`src/rtl/lcd_bus_sequencer.sv`:
```
// lcd_bus_sequencer: owns the HD44780 {RS,RW,E,DATA} pins, runs power-up init, then timed writes.
// Define LCD_REQ_FIFO_EN to place a 4-entry request FIFO between the handshake and the sequencer.
module lcd_bus_sequencer #(
  parameter int E_PULSE_CYC      = 12,
  parameter int CMD_WAIT_CYC     = 2000,
  parameter int CLEAR_WAIT_CYC   = 82000,
  parameter int POWERUP_WAIT_CYC = 750000
) (
  input  logic        clk,
  input  logic        rst,
  input  logic        req_valid,
  output logic        req_ready,
  input  logic        req_rs,
  input  logic [7:0]  req_data,
  output logic        init_done,
  output logic        busy,
  output logic [10:0] lcd_pins
);

  localparam int MAX_A = (E_PULSE_CYC > CMD_WAIT_CYC) ? E_PULSE_CYC : CMD_WAIT_CYC;
  localparam int MAX_B = (CLEAR_WAIT_CYC > POWERUP_WAIT_CYC) ? CLEAR_WAIT_CYC : POWERUP_WAIT_CYC;
  localparam int MAX_W = (MAX_A > MAX_B) ? MAX_A : MAX_B;
  localparam int CNT_W = $clog2(MAX_W) + 1;

  localparam logic [CNT_W-1:0] PWR_LAST   = CNT_W'(POWERUP_WAIT_CYC - 1);
  localparam logic [CNT_W-1:0] E_LAST     = CNT_W'(E_PULSE_CYC - 1);
  localparam logic [CNT_W-1:0] CMD_LAST   = CNT_W'(CMD_WAIT_CYC - 1);
  localparam logic [CNT_W-1:0] CLEAR_LAST = CNT_W'(CLEAR_WAIT_CYC - 1);
  localparam logic [2:0]       LAST_INIT  = 3'd5;

  typedef enum logic [2:0] {POWERUP, SETUP, E_HIGH, HOLD, IDLE} state_t;

  state_t           r_state, w_next;
  logic [CNT_W-1:0] r_cnt;
  logic [2:0]       r_idx;
  logic             r_rs, r_initDone;
  logic [7:0]       r_data;
  logic             w_isClear, w_holdDone, w_take, w_loadInit, w_advInit;
  logic             w_srcValid, w_srcRs;
  logic [7:0]       w_srcData, w_romByte;

  function automatic logic [7:0] initByte(input logic [2:0] idx);
    case (idx)
      3'd0, 3'd1, 3'd2: initByte = 8'h38;
      3'd3:             initByte = 8'h0C;
      3'd4:             initByte = 8'h01;
      default:          initByte = 8'h06;
    endcase
  endfunction

  // Clear and home need the long hold-off; decided from the byte currently on the pins.
  assign w_isClear  = !r_rs && ((r_data == 8'h01) || (r_data == 8'h02));
  assign w_holdDone = (r_cnt == (w_isClear ? CLEAR_LAST : CMD_LAST));
  assign w_romByte  = initByte(w_advInit ? (r_idx + 3'd1) : 3'd0);

  always_comb begin
    w_next     = r_state;
    w_take     = 1'b0;
    w_loadInit = 1'b0;
    w_advInit  = 1'b0;
    case (r_state)
      POWERUP: if (r_cnt == PWR_LAST) begin
        w_next     = SETUP;
        w_loadInit = 1'b1;
      end
      SETUP:   w_next = E_HIGH;
      E_HIGH:  if (r_cnt == E_LAST) w_next = HOLD;
      HOLD:    if (w_holdDone) begin
        if (!r_initDone && (r_idx != LAST_INIT)) begin
          w_next     = SETUP;
          w_loadInit = 1'b1;
          w_advInit  = 1'b1;
        end else begin
          w_next = IDLE;
        end
      end
      IDLE:    if (w_srcValid) begin
        w_next = SETUP;
        w_take = 1'b1;
      end
      default: w_next = POWERUP;
    endcase
  end

  always_ff @(posedge clk or posedge rst) begin
    if (rst) begin
      r_state    <= POWERUP;
      r_cnt      <= '0;
      r_idx      <= 3'd0;
      r_rs       <= 1'b0;
      r_data     <= 8'h00;
      r_initDone <= 1'b0;
    end else begin
      r_state <= w_next;
      if (w_next != r_state) r_cnt <= '0;
      else if (r_state != IDLE) r_cnt <= r_cnt + 1'b1;
      if (w_advInit) r_idx <= r_idx + 3'd1;
      if (w_loadInit) begin
        r_rs   <= 1'b0;
        r_data <= w_romByte;
      end else if (w_take) begin
        r_rs   <= w_srcRs;
        r_data <= w_srcData;
      end
      if ((r_state == HOLD) && (w_next == IDLE)) r_initDone <= 1'b1;
    end
  end

`ifdef LCD_REQ_FIFO_EN
  logic [8:0] r_mem [4];
  logic [1:0] r_wrPtr, r_rdPtr;
  logic [2:0] r_count;
  logic       w_push;

  assign req_ready  = (r_count != 3'd4);
  assign w_push     = req_valid && req_ready;
  assign w_srcValid = (r_count != 3'd0) && r_initDone;
  assign w_srcRs    = r_mem[r_rdPtr][8];
  assign w_srcData  = r_mem[r_rdPtr][7:0];
  assign busy       = (r_state != IDLE) || (r_count != 3'd0);

  always_ff @(posedge clk) begin
    if (w_push) r_mem[r_wrPtr] <= {req_rs, req_data};
  end

  always_ff @(posedge clk or posedge rst) begin
    if (rst) begin
      r_wrPtr <= 2'd0;
      r_rdPtr <= 2'd0;
      r_count <= 3'd0;
    end else begin
      if (w_push) r_wrPtr <= r_wrPtr + 2'd1;
      if (w_take) r_rdPtr <= r_rdPtr + 2'd1;
      if (w_push && !w_take) r_count <= r_count + 3'd1;
      else if (!w_push && w_take) r_count <= r_count - 3'd1;
    end
  end
`else
  assign req_ready  = (r_state == IDLE);
  assign w_srcValid = req_valid;
  assign w_srcRs    = req_rs;
  assign w_srcData  = req_data;
  assign busy       = (r_state != IDLE);
`endif

  assign init_done = r_initDone;
  assign lcd_pins  = {r_rs, 1'b0, (r_state == E_HIGH), r_data};

endmodule

```
`config.mk`:
```
export PLATFORM = sky130hd
export DESIGN_NAME = lcd_bus_sequencer
export DESIGN_NICKNAME = d
export VERILOG_FILES = /design/src/rtl/lcd_bus_sequencer.sv
export SDC_FILE = /design/constraint.sdc
export NUM_CORES = 1
export LEC_CHECK = 0
export CORE_MARGIN = 2
export CORE_UTILIZATION = 50
export CTS_CLUSTER_DIAMETER = 200
export DETAILED_ROUTE_END_ITERATION = 10
export PLACE_DENSITY = 0.81
export SYNTH_ARGS = -nofsm -noshare
export SYNTH_HDL_FRONTEND = slang
export SYNTH_SLANG_ARGS = --single-unit
export TNS_END_PERCENT = 5
```
`constraint.sdc`:
```
create_clock -name clk -period 2 [get_ports clk]
set_clock_uncertainty 0.1 [all_clocks]
set_input_delay 0.3 -clock clk [delete_from_list [all_inputs] [get_ports clk]]
set_output_delay 0.3 -clock clk [all_outputs]
set_load 0.01 [all_outputs]
```
==> reports/metrics.csv, run 1 <==
stage,metric,value,unit
cells_and_area,Post-Route Utilization,0.709,
placement,Port Buffers,24,
worst_setup_path,Slowest cell on crit path,dfrtp_1,
worst_setup_path,Setup crit start kind,register,
routing,Vias,2100,
worst_setup_path,buffers and inverters on the worst path,3,
clock_network,worst skew pair latency,300,ps
grt,vias in the first global route,1957,
worst_setup_path,Worst EP required,2070,ps
cells_and_area,net count reported at finish,300,
routing,WL met3,432,um
die,# rows,24,
cells_and_area,layout cells sized above 1,0.318,
synthesis,Ys Warns,0,
synthesis,post-synthesis xor/xnor area fraction,0.0962,
routing,met2 WL,3140,um
grt,initial antenna violation count,0,
routing,number of vias per cell,6.21,
worst_setup_path,CP peak stage delay,420,ps
die,DIE HEIGHT,71.3,um
cells_and_area,area grow syn2layout,36.4,%
routing,wire length per cell,19.3,um
routing,DRT Pass-1 Iters,5,
synthesis,count of cell types in the netlist,48,
routing,drt total wl,6520,um
outcome,failing checks,negative setup slack,
routing,DRC viols,0,
die,Horiz. Die Dim,71.3,um
power,cell area power density,731,mW/mm^2
die,Initial Util,0.520,
clock_network,clk root buf,clkbuf_8,
timing,f_max,455,MHz
grt,first-pass GRT wire length,9580,um
power,Max VDD drop,0.594,mV
routing,Initial DRC Count,182,
routing,M1 WL,2710,um
clock_network,H-tree depth,2,
timing,final hold vios,0,
worst_setup_path,Worst EP arrival,2270,ps
synthesis,Yosys reg bits,37,
clock_network,CTS tree,built,
worst_setup_path,Crit Path Max Fanout,10,
timing,RSZ-0062 raised after global routing,yes,
synthesis,"Seq/Total Area, Yosys",0.409,
placement,routability cong.,0.887,
synthesis,Synth Area in Compound Gates,0.0525,
grt,grt ovf,0,
grt,Total Routing Usage GR,0.241,
clock_network,CTS Sinks,37,
clock_network,clock-pin slew on the worst setup and hold paths,80,ps
routing,Final ANT Viol Nets,0,
hold_path,HP Class,in2async,
synthesis,"Net Count, Synth",241,
outcome,outcome,"finished, violations left",
synthesis,Post-Synth Simple-Gate Area,0.294,
power,Leak,1.33,nW
die,Core Box Area,0.00435,sq mm
synthesis,Syn Area/Cell,10.0,sq um
timing,fin crit share,1.10,
timing,setup_tns,-4670,ps
flow_run,Max Cap Violations,0,
worst_setup_path,CP Capture Type,register,
timing,crit path time final,2200,ps
synthesis,ys async rst share,1.00,
worst_setup_path,Crit Path Class,reg2reg,
synthesis,Netlist Area Pre-Place,0.00226,sq mm
synthesis,Post-Synthesis Cells,226,
clock_network,deepest clock path buffer count,2,
worst_setup_path,crit-path leading delay family,simple AND/OR/NAND/NOR gates,
timing,Final Setup Violations,38,
routing,DR top layer,met4,
worst_setup_path,crit path cell chain,"buf_4, nand2_1, nor4_1, buf_4, mux2i_4, nor4_4, buf_6, nor4_4",
placement,Detail Placement HPWL,3940,um
clock_network,total CTS buffers,5,
timing,Final Slew Violations,0,
synthesis,main combinational cell family by area after synthesis,simple AND/OR/NAND/NOR gates,
synthesis,number of synthesized flops with an enable pin,0,
timing,PnR worst setup slack,-197,ps
cells_and_area,# diodes,0,
synthesis,Synth Area in Adders,0.0210,
synthesis,mux share of post-synthesis cell area,0.0636,
die,# IOs,26,
synthesis,Synth Flop Type,dfrtp_1,
grt,pin count of the biggest net entering global routing,38,
die,Die ar.,0.00508,sq mm
[final cells by class]
type                    instances  area [sq um]
clock buffers                   5          68.8
clock inverters                 3          17.5
fillers                       274          1270
inverters                       9          33.8
multi-input cells             168          1410
flip-flops and latches         37           928
well taps                      52          65.1
repair buffers                 64           563
[logic make-up (layout without fill, tap and decap cells)]
logic type,count (synthesis),in the layout
fa+ha+maj,4,4
other cells,1,1
flops,37,37
compound gates,18,18
buf+inv,23,81
xor+xnor,24,24
simple gates,106,108
mux,13,13
[registers in the layout, summed over array words and instances, names as in the netlist]
name and flops:
r_idx 3, r_cnt 21, r_rs 1, init_done 1
r_data 8, r_state 3
[routing by layer]
layer / track usage / up-vias
met5: 0 / -
met4: 0.0881 / 0
met3: 0.0506 / 27
met2: 0.374 / 100
met1: 0.336 / 1034
li1: - / 939
[Yosys cell counts, types with 2 or more instances]
master / number / area (sq um)
o31ai_1: 2 / 15.0
mux2i_1: 11 / 110
nand3_1: 13 / 65.1
nand2_1: 10 / 37.5
a21oi_1: 3 / 15.0
nor4b_1: 3 / 26.3
nor2_1: 10 / 37.5
nor4_2: 3 / 37.5
ha_1: 3 / 37.5
and2_1: 4 / 25.0
buf_4: 9 / 67.6
buf_2: 3 / 15.0
nand4_1: 4 / 25.0
xor2_1: 5 / 43.8
o21ai_0: 4 / 20.0
buf_6: 2 / 22.5
xnor2_1: 18 / 158
nor3_1: 20 / 100
dfrtp_1: 37 / 926
and3_1: 4 / 25.0
a21o_1: 2 / 15.0
a211oi_1: 3 / 22.5
nor4_1: 19 / 119
inv_1: 8 / 30.0
nor3b_1: 2 / 15.0
a31o_2: 2 / 17.5
[cell usage in the layout (no fill, tap or decap), drive strengths merged, types with 4 or more instances in the layout]
| master | instances |
|---|---|
| and2 | 4 |
| nor3 | 21 |
| buf | 40 |
| mux2i | 12 |
| clkbuf | 5 |
| nor2 | 11 |
| xnor2 | 18 |
| nor4 | 22 |
| dfrtp | 37 |
| xor2 | 6 |
| inv | 9 |
| nand2 | 11 |
| clkdlybuf4s50 | 21 |
| and3 | 4 |
| nand3 | 13 |
| o21ai | 4 |
| nand4 | 5 |
[per-stage QoR]
| step | instance area, sq um | power [mW] | cells | setup WS [ps] | hold slack [ps] |
|---|---|---|---|---|---|
| after floorplan | 2270 | 1.30 | 226 | -16.8 | 380 |
| after global placement | 2730 | 1.51 | 322 | -44.1 | 407 |
| after detailed placement | 2730 | 1.53 | 322 | -153 | 420 |
| after CTS | 2830 | 2.05 | 330 | -177 | 350 |
| after global routing | 3090 | 2.36 | 338 | -234 | 363 |
| final | 3090 | 2.26 | 338 | -197 | 327 |
[path summary, 6_finish.rpt]
kind                                       from               endpoint  slack, ps  cells after the start
hold reg to reg            r_state[1]$_DFF_PP0_   r_state[1]$_DFF_PP0_        450                      1
max in group asynchronous                   rst   r_state[2]$_DFF_PP0_       1120                      3
setup / recovery           r_cnt[9]$_DFFE_PP0P_  r_cnt[10]$_DFFE_PP0P_       -200                      8
hold / removal                              rst  r_data[7]$_DFFE_PP0P_        330                      3
min in group clk           r_state[1]$_DFF_PP0_   r_state[1]$_DFF_PP0_        450                      1
setup reg to reg           r_cnt[9]$_DFFE_PP0P_  r_cnt[10]$_DFFE_PP0P_       -200                      8
[power by group]
part,total [mW],internal (mW),switching (mW),leakage (nW)
Sequential,0.933,0.829,0.103,0.490
Combinational,0.787,0.407,0.380,0.800
Clock,0.535,0.241,0.294,0.0439
Total,2.26,1.48,0.777,1.33
[worst min-delay path: stages]
cell and delay [ps]:
clkdlybuf4s50_1 400, inv_1 60, buf_4 410
[repair_timing]
| action | in CTS | in global routing |
|---|---|---|
| hold buffers | 0 | 0 |
| pin swaps | 2 | 11 |
| endpoints found under the setup margin | 31 | 35 |
| gates resized for setup | 8 | 37 |
| gates cloned | 0 | 3 |
| buffers inserted | 0 | 5 |
(Power assumes the default switching activity.)
==> run 2, diff against run 1 <==
- ABC_AREA: unset -> 1
- CORE_UTILIZATION: 50 -> 51
- PLACE_DENSITY: 0.81 -> 0.82
==> run 2 against run 1 <==
- the run now ends clean
- highest routed layer unchanged
- cell count grew 28%
- hold slack lost 11 ps
- fmax grew 11%
- first-iteration DRC count shrank 21%
==> reports/metrics.csv, run 2 <==
stage,metric,value,unit,change
synthesis,Yosys reg bits,37,,unchanged
timing,Final Slew Violations,0,,unchanged
synthesis,synth cell count leaders,"nand2_1, inv_1, dfrtp_1, nor2_1, nor2_2",,"was dfrtp_1, nor3_1, nor4_1, xnor2_1, nand3_1"
clock_network,clk root buf,clkbuf_8,,unchanged
synthesis,top-count cell post-synth,nand2_1,,was dfrtp_1
synthesis,Ys Warns,0,,unchanged
grt,initial antenna violation count,0,,unchanged
power,power consumption,1.50,mW,was 2.26 mW
synthesis,"Net Count, Synth",337,,was 241
synthesis,Synth top area share,0.373,,was 0.409
worst_setup_path,buffers and inverters on the worst path,2,,was 3
placement,routability cong.,1.03,,was 0.887
routing,DRT Pass-1 Iters,5,,unchanged
routing,drt total wl,5740,um,was 6520 um
grt,pin count of the biggest net entering global routing,38,,unchanged
flow_run,Max Cap Violations,0,,unchanged
cells_and_area,max FFs per register,21,,unchanged
grt,grt ovf,0,,unchanged
routing,number of vias per cell,5.20,,was 6.21
worst_setup_path,Crit path top cell by count,nand3_1,,
power,Max VDD drop,0.406,mV,was 0.594 mV
worst_setup_path,Worst EP required,2080,ps,was 2070 ps
placement,Detail Placement HPWL,4200,um,was 3940 um
worst_setup_path,CP peak stage delay,400,ps,was 420 ps
synthesis,Netlist Area Pre-Place,0.00248,sq mm,was 0.00226 sq mm
clock_network,CTS Sinks,37,,unchanged
timing,setup_tns,0,ps,was -4670 ps
power,cell area power density,486,mW/mm^2,was 731 mW/mm^2
cells_and_area,Biggest register,r_cnt,,unchanged
routing,wire length per cell,13.2,um,was 19.3 um
worst_setup_path,Crit Path Class,reg2reg,,unchanged
die,Initial Util,0.526,,was 0.520
synthesis,Syn Area/Cell,7.71,sq um,was 10.0 sq um
synthesis,ys async rst share,1.00,,unchanged
worst_setup_path,CP Capture Type,register,,unchanged
timing,f_max,507,MHz,was 455 MHz
timing,final hold vios,0,,unchanged
routing,Initial DRC Count,144,,was 182
synthesis,Yosys top cell by area,dfrtp_1,,unchanged
cells_and_area,"most common cell after layout, fill and taps aside",nand2_1,,was dfrtp_1
routing,Final ANT Viol Nets,0,,unchanged
cells_and_area,layout cells sized above 1,0.262,,was 0.318
die,DIE HEIGHT,73.8,um,was 71.3 um
synthesis,top post-synthesis cells by area,"dfrtp_1, nand2_1, xor2_1, inv_1, nor2_2",,"was dfrtp_1, xnor2_1, nor4_1, mux2i_1, nor3_1"
cells_and_area,Largest regs,"r_cnt: 21 flops, r_data: 8 flops",,unchanged
worst_setup_path,Crit Path Max Fanout,10,,unchanged
worst_setup_path,crit-path leading delay family,simple AND/OR/NAND/NOR gates,,unchanged
worst_setup_path,crit path cell chain,"buf_4, nor3_1, nand3_1, nand3b_1, nand3_1, a21oi_2, nand2_2, buf_12, nor2_2",,"was buf_4, nand2_1, nor4_1, buf_4, mux2i_4, nor4_4, buf_6, nor4_4"
cells_and_area,area grow syn2layout,24.3,%,was 36.4%
timing,RSZ-0062 raised after global routing,yes,,unchanged
clock_network,deepest clock path buffer count,2,,unchanged
grt,vias in the first global route,2044,,"was 1,957"
die,# rows,25,,was 24
timing,crit path time final,1970,ps,was 2200 ps
die,Horiz. Die Dim,73.8,um,was 71.3 um
clock_network,worst skew pair latency,290,ps,was 300 ps
worst_setup_path,Setup crit start kind,register,,unchanged
power,Leak,1.46,nW,was 1.33 nW
hold_path,HP Class,in2async,,unchanged
clock_network,CTS Hold Bufs,0,,unchanged
routing,Vias,2255,,"was 2,100"
synthesis,"Seq/Total Area, Yosys",0.373,,was 0.409
worst_setup_path,Slowest cell on crit path,dfrtp_1,,unchanged
clock_network,CTS tree,built,,unchanged
timing,fin crit share,0.986,,was 1.10
synthesis,Synth Flop Type,dfrtp_1,,unchanged
synthesis,number of synthesized flops with an enable pin,0,,unchanged
clock_network,total CTS buffers,5,,unchanged
routing,DRC viols,0,,unchanged
placement,Port Buffers,24,,unchanged
clock_network,clock-pin slew on the worst setup and hold paths,70,ps,was 80 ps
cells_and_area,# diodes,0,,unchanged
grt,first-pass GRT wire length,8920,um,was 9580 um
synthesis,count of cell types in the netlist,33,,was 48
cells_and_area,net count reported at finish,381,,was 300
cells_and_area,"commonest non-fill, non-tap cells in the layout","nand2_1, inv_1, dfrtp_1, nor2_2, nor2_1",,"was dfrtp_1, buf_4, clkdlybuf4s50_1, xnor2_1, nor3_1"
worst_setup_path,Worst EP arrival,2050,ps,was 2270 ps
timing,Final Setup Violations,0,,was 38
outcome,outcome,finished clean,,"was finished, violations left"
clock_network,H-tree depth,2,,unchanged
die,Core Box Area,0.00472,sq mm,was 0.00435 sq mm
die,# IOs,26,,unchanged
grt,Total Routing Usage GR,0.216,,was 0.241
synthesis,Post-Synthesis Cells,322,,was 226
die,Die ar.,0.00544,sq mm,was 0.00508 sq mm
## run 2: changes by cell type after synthesis, moves of 4 or more
| cell | delta |
|---|---|
| mux2i_1 | -10 |
| xnor2_1 | -18 |
| inv_1 | +37 |
| nand2_1 | +54 |
| nor3_1 | -10 |
| nand4_1 | +11 |
| xor2_1 | +15 |
| nor4_1 | -14 |
| nor2_1 | +19 |
| and3_1 | -4 |
| nand3_1 | +5 |
| nor2_2 | +24 |
| nand2_2 | +5 |
## run 2: layer usage
layer  global-route usage  share of wire
met1                0.279           0.44
met2                0.353           0.46
met3               0.0453          0.072
met4               0.0828          0.032
met5                    0              0
## run 2: timing repair
action,in CTS,in global routing
setup buffers,0,4
cloned,0,0
pin swaps,1,1
setup endpoints to repair,14,26
gates resized for setup,5,17
## run 2: final timing paths
kind | start | endpoint | slack, ps | cells past startpoint
max in group asynchronous | rst | r_cnt[7]$_DFFE_PP0P_ | 1120 | 3
worst min register to register | init_done$_DFFE_PP0P_ | init_done$_DFFE_PP0P_ | 420 | 2
worst max-delay path | r_state[0]$_DFF_PP0_ | r_cnt[19]$_DFFE_PP0P_ | 30 | 9
min in group clk | init_done$_DFFE_PP0P_ | init_done$_DFFE_PP0P_ | 420 | 2
worst min-delay path | rst | r_data[6]$_DFFE_PP0P_ | 320 | 3
worst max register to register | r_state[0]$_DFF_PP0_ | r_cnt[19]$_DFFE_PP0P_ | 30 | 9
## run 2: kinds of logic (layout without fill, tap and decap cells)
family	Yosys count	in the layout	synth area share
buffers and inverters	60	105	0.109
other	1	1	0.00151
AOI/OAI and AO/OA	16	16	0.0479
muxes	1	1	0.00403
adders and majority gates	3	3	0.0151
DFF	37	37	0.373
and+or+nand+nor	184	184	0.379
xor gates and xnor gates	20	20	0.0706
## run 2: stage by stage
stage          instance area [sq um]  setup slack, ps  hold slack [ps]  instances  utilization
2_1_floorplan                   2480              226              327        322            -
3_3_place_gp                    2890              106              373        422        0.611
3_5_place_dp                    2890             2.94              385        422        0.611
4_1_cts                         3010             24.3              336        430        0.637
5_1_grt                         3090            -46.7              388        434        0.653
6_report                        3090             27.4              315        434        0.653
## run 2: area by class of cell
cell class	instances	area (sq um)
fillers	405	1640
multi-input cells	225	1340
flip-flops and latches	37	928
repair buffers	46	428
inverters	51	193
clock buffers	7	86.3
well taps	67	83.8
clock inverters	1	30.0
## run 2: worst min-delay path, cell delays in order
cell and delay, ps:
clkdlybuf4s50_1 400, inv_1 50, buf_4 390
## run 2: where the power goes
| part | internal (mW) | total, mW | switching [mW] |
|---|---|---|---|
| clock | 0.406 | 0.666 | 0.260 |
| combinational | 0.0376 | 0.0716 | 0.0341 |
| sequential | 0.755 | 0.760 | 0.00563 |
| total | 1.20 | 1.50 | 0.300 |
==> run 3, diff against run 2 <==
- SKIP_LAST_GASP: unset -> 1
==> run 3 against run 2 <==
- cell count unchanged
- register-to-register slack about the same
- sequential share of layout area increased by 0.29 points
- via count decreased by 0.84%
- design area decreased by 1.2%
- global-route usage about the same
- non-clock buffer count unchanged
==> reports/metrics.csv, run 3 (same netlist as run 2, synthesis figures left out) <==
stage,metric,value,unit,change
outcome,outcome,finished clean,,unchanged
timing,crit path time final,1980,ps,was 1970 ps
cells_and_area,layout cells sized above 1,0.226,,was 0.262
clock_network,clk root buf,clkbuf_8,,unchanged
power,Max VDD drop,0.406,mV,about the same
power,power consumption,1.50,mW,about the same
clock_network,CTS Sinks,37,,unchanged
worst_setup_path,Worst EP arrival,2060,ps,was 2050 ps
routing,Final ANT Viol Nets,0,,unchanged
worst_setup_path,crit-path leading delay family,simple AND/OR/NAND/NOR gates,,unchanged
routing,Initial DRC Count,101,,was 144
clock_network,CTS tree,built,,unchanged
die,Horiz. Die Dim,73.8,um,unchanged
worst_setup_path,buffers and inverters on the worst path,1,,was 2
flow_run,Max Cap Violations,0,,unchanged
cells_and_area,"commonest non-fill, non-tap cells in the layout","nand2_1, inv_1, dfrtp_1, nor2_1, nor2_2",,"was nand2_1, inv_1, dfrtp_1, nor2_2, nor2_1"
clock_network,clock-pin slew on the worst setup and hold paths,70,ps,about the same
power,Leak,1.47,nW,was 1.46 nW
routing,number of vias per cell,5.15,,was 5.20
worst_setup_path,CP peak stage delay,370,ps,was 400 ps
timing,RSZ-0062 raised after global routing,yes,,unchanged
cells_and_area,"most common cell after layout, fill and taps aside",nand2_1,,unchanged
grt,grt ovf,0,,unchanged
die,Initial Util,0.526,,unchanged
routing,drt total wl,5630,um,was 5740 um
clock_network,H-tree depth,2,,unchanged
placement,routability cong.,1.03,,unchanged
placement,Detail Placement HPWL,4200,um,unchanged
cells_and_area,fin cells,434,,unchanged
cells_and_area,# fillers,419,,was 405
placement,Placed Cells incl. Taps,422,,unchanged
cells_and_area,net count reported at finish,381,,unchanged
clock_network,total CTS buffers,5,,unchanged
clock_network,deepest clock path buffer count,2,,unchanged
timing,final hold slack,316,ps,was 315 ps
grt,Total Routing Usage GR,0.216,,about the same
worst_setup_path,Crit Path Max Fanout,5,,was 10
worst_setup_path,crit path cell chain,"ha_2, nand3_1, inv_2, nand3_1, nor2_1, nand4_1, nor3_1, xor2_1, nor2_2",,"was buf_4, nor3_1, nand3_1, nand3b_1, nand3_1, a21oi_2, nand2_2, buf_12, nor2_2"
die,DIE HEIGHT,73.8,um,unchanged
placement,Port Buffers,24,,unchanged
worst_setup_path,Setup crit start kind,register,,unchanged
timing,Final Slew Violations,0,,unchanged
worst_setup_path,CP Capture Type,register,,unchanged
clock_network,worst skew pair latency,290,ps,about the same
worst_setup_path,Worst EP required,2080,ps,about the same
hold_path,HP Class,in2async,,unchanged
timing,final hold vios,0,,unchanged
grt,initial antenna violation count,0,,unchanged
worst_setup_path,Crit path top cell by count,nand3_1,,unchanged
clock_network,CTS Hold Bufs,0,,unchanged
cells_and_area,Biggest register,r_cnt,,unchanged
routing,wire length per cell,13.0,um,was 13.2 um
cells_and_area,# diodes,0,,unchanged
die,Die ar.,0.00544,sq mm,unchanged
routing,DRC viols,0,,unchanged
grt,pin count of the biggest net entering global routing,38,,unchanged
power,cell area power density,493,mW/mm^2,was 486 mW/mm^2
timing,fin crit share,0.988,,was 0.986
die,# IOs,26,,unchanged
cells_and_area,Largest regs,"r_cnt: 21 flops, r_data: 8 flops",,unchanged
die,Core Box Area,0.00472,sq mm,unchanged
routing,DRT Pass-1 Iters,5,,unchanged
cells_and_area,area grow syn2layout,22.8,%,was 24.3%
worst_setup_path,Crit Path Class,reg2reg,,unchanged
die,# rows,25,,unchanged
grt,first-pass GRT wire length,8940,um,was 8920 um
grt,vias in the first global route,2045,,"was 2,044"
timing,f_max,506,MHz,was 507 MHz
cells_and_area,max FFs per register,21,,unchanged
worst_setup_path,Slowest cell on crit path,dfrtp_1,,unchanged
routing,Vias,2236,,"was 2,255"
timing,Final Setup Violations,0,,unchanged
==> run 3: timing repair <==
| action | in CTS | in global routing |
|---|---|---|
| gates resized for setup | 3 | 4 |
| buffers inserted | 0 | 4 |
| cloned | 0 | 0 |
| setup endpoints to repair | 14 | 31 |
==> run 3: report_power, final <==
part / internal [mW] / switching [mW]
Combinational: 0.0376 / 0.0341
Sequential: 0.755 / 0.00560
Clock: 0.406 / 0.263
Total: 1.20 / 0.303
==> run 3: worst paths after layout <==
path | startpoint | endpoint | slack, ps | depth (start not counted)
worst max register to register | r_cnt[1]$_DFFE_PP0P_ | r_cnt[20]$_DFFE_PP0P_ | 20 | 9
worst min register to register | init_done$_DFFE_PP0P_ | init_done$_DFFE_PP0P_ | 400 | 2
max in group asynchronous | rst | r_cnt[4]$_DFFE_PP0P_ | 1150 | 3
worst max-delay path | r_cnt[1]$_DFFE_PP0P_ | r_cnt[20]$_DFFE_PP0P_ | 20 | 9
min in group clk | init_done$_DFFE_PP0P_ | init_done$_DFFE_PP0P_ | 400 | 2
worst min-delay path | rst | r_data[6]$_DFFE_PP0P_ | 320 | 3
==> run 3: worst min-delay path: cells and delay by family <==
kind | cells | cell delay (ps)
buffers and inverters | 3 | 840
==> run 3: layout make-up <==
class | instances | area (sq um) | share of cell area
inverter | 51 | 193 | 0.0632
timing repair buffer | 46 | 432 | 0.142
clock inverter | 1 | 30.0 | 0.00985
sequential | 37 | 926 | 0.304
multi-input combinational | 225 | 1300 | 0.426
clock buffer | 7 | 86.3 | 0.0283
tap | 67 | 83.8 | 0.0275
==> run 3: layer usage <==
metal  GRT usage  vias to the layer above  share of wire
met2       0.353                       90           0.47
met4      0.0828                        0          0.022
met3      0.0453                       16          0.057
met1       0.279                     1026           0.45
li1            -                     1104              -
met5           0                        -              0
==> run 3: stage by stage <==
step / setup WS [ps] / instance area [sq um] / TNS (ps) / utilization
after CTS: -47.3 / 3010 / -111 / 0.637
after global routing: -124 / 3050 / -2670 / 0.645
final: 24.1 / 3050 / 0 / 0.645
after global placement: 106 / 2890 / 0 / 0.611
after detailed placement: 2.94 / 2890 / 0 / 0.611
after floorplan: 226 / 2480 / 0 / -
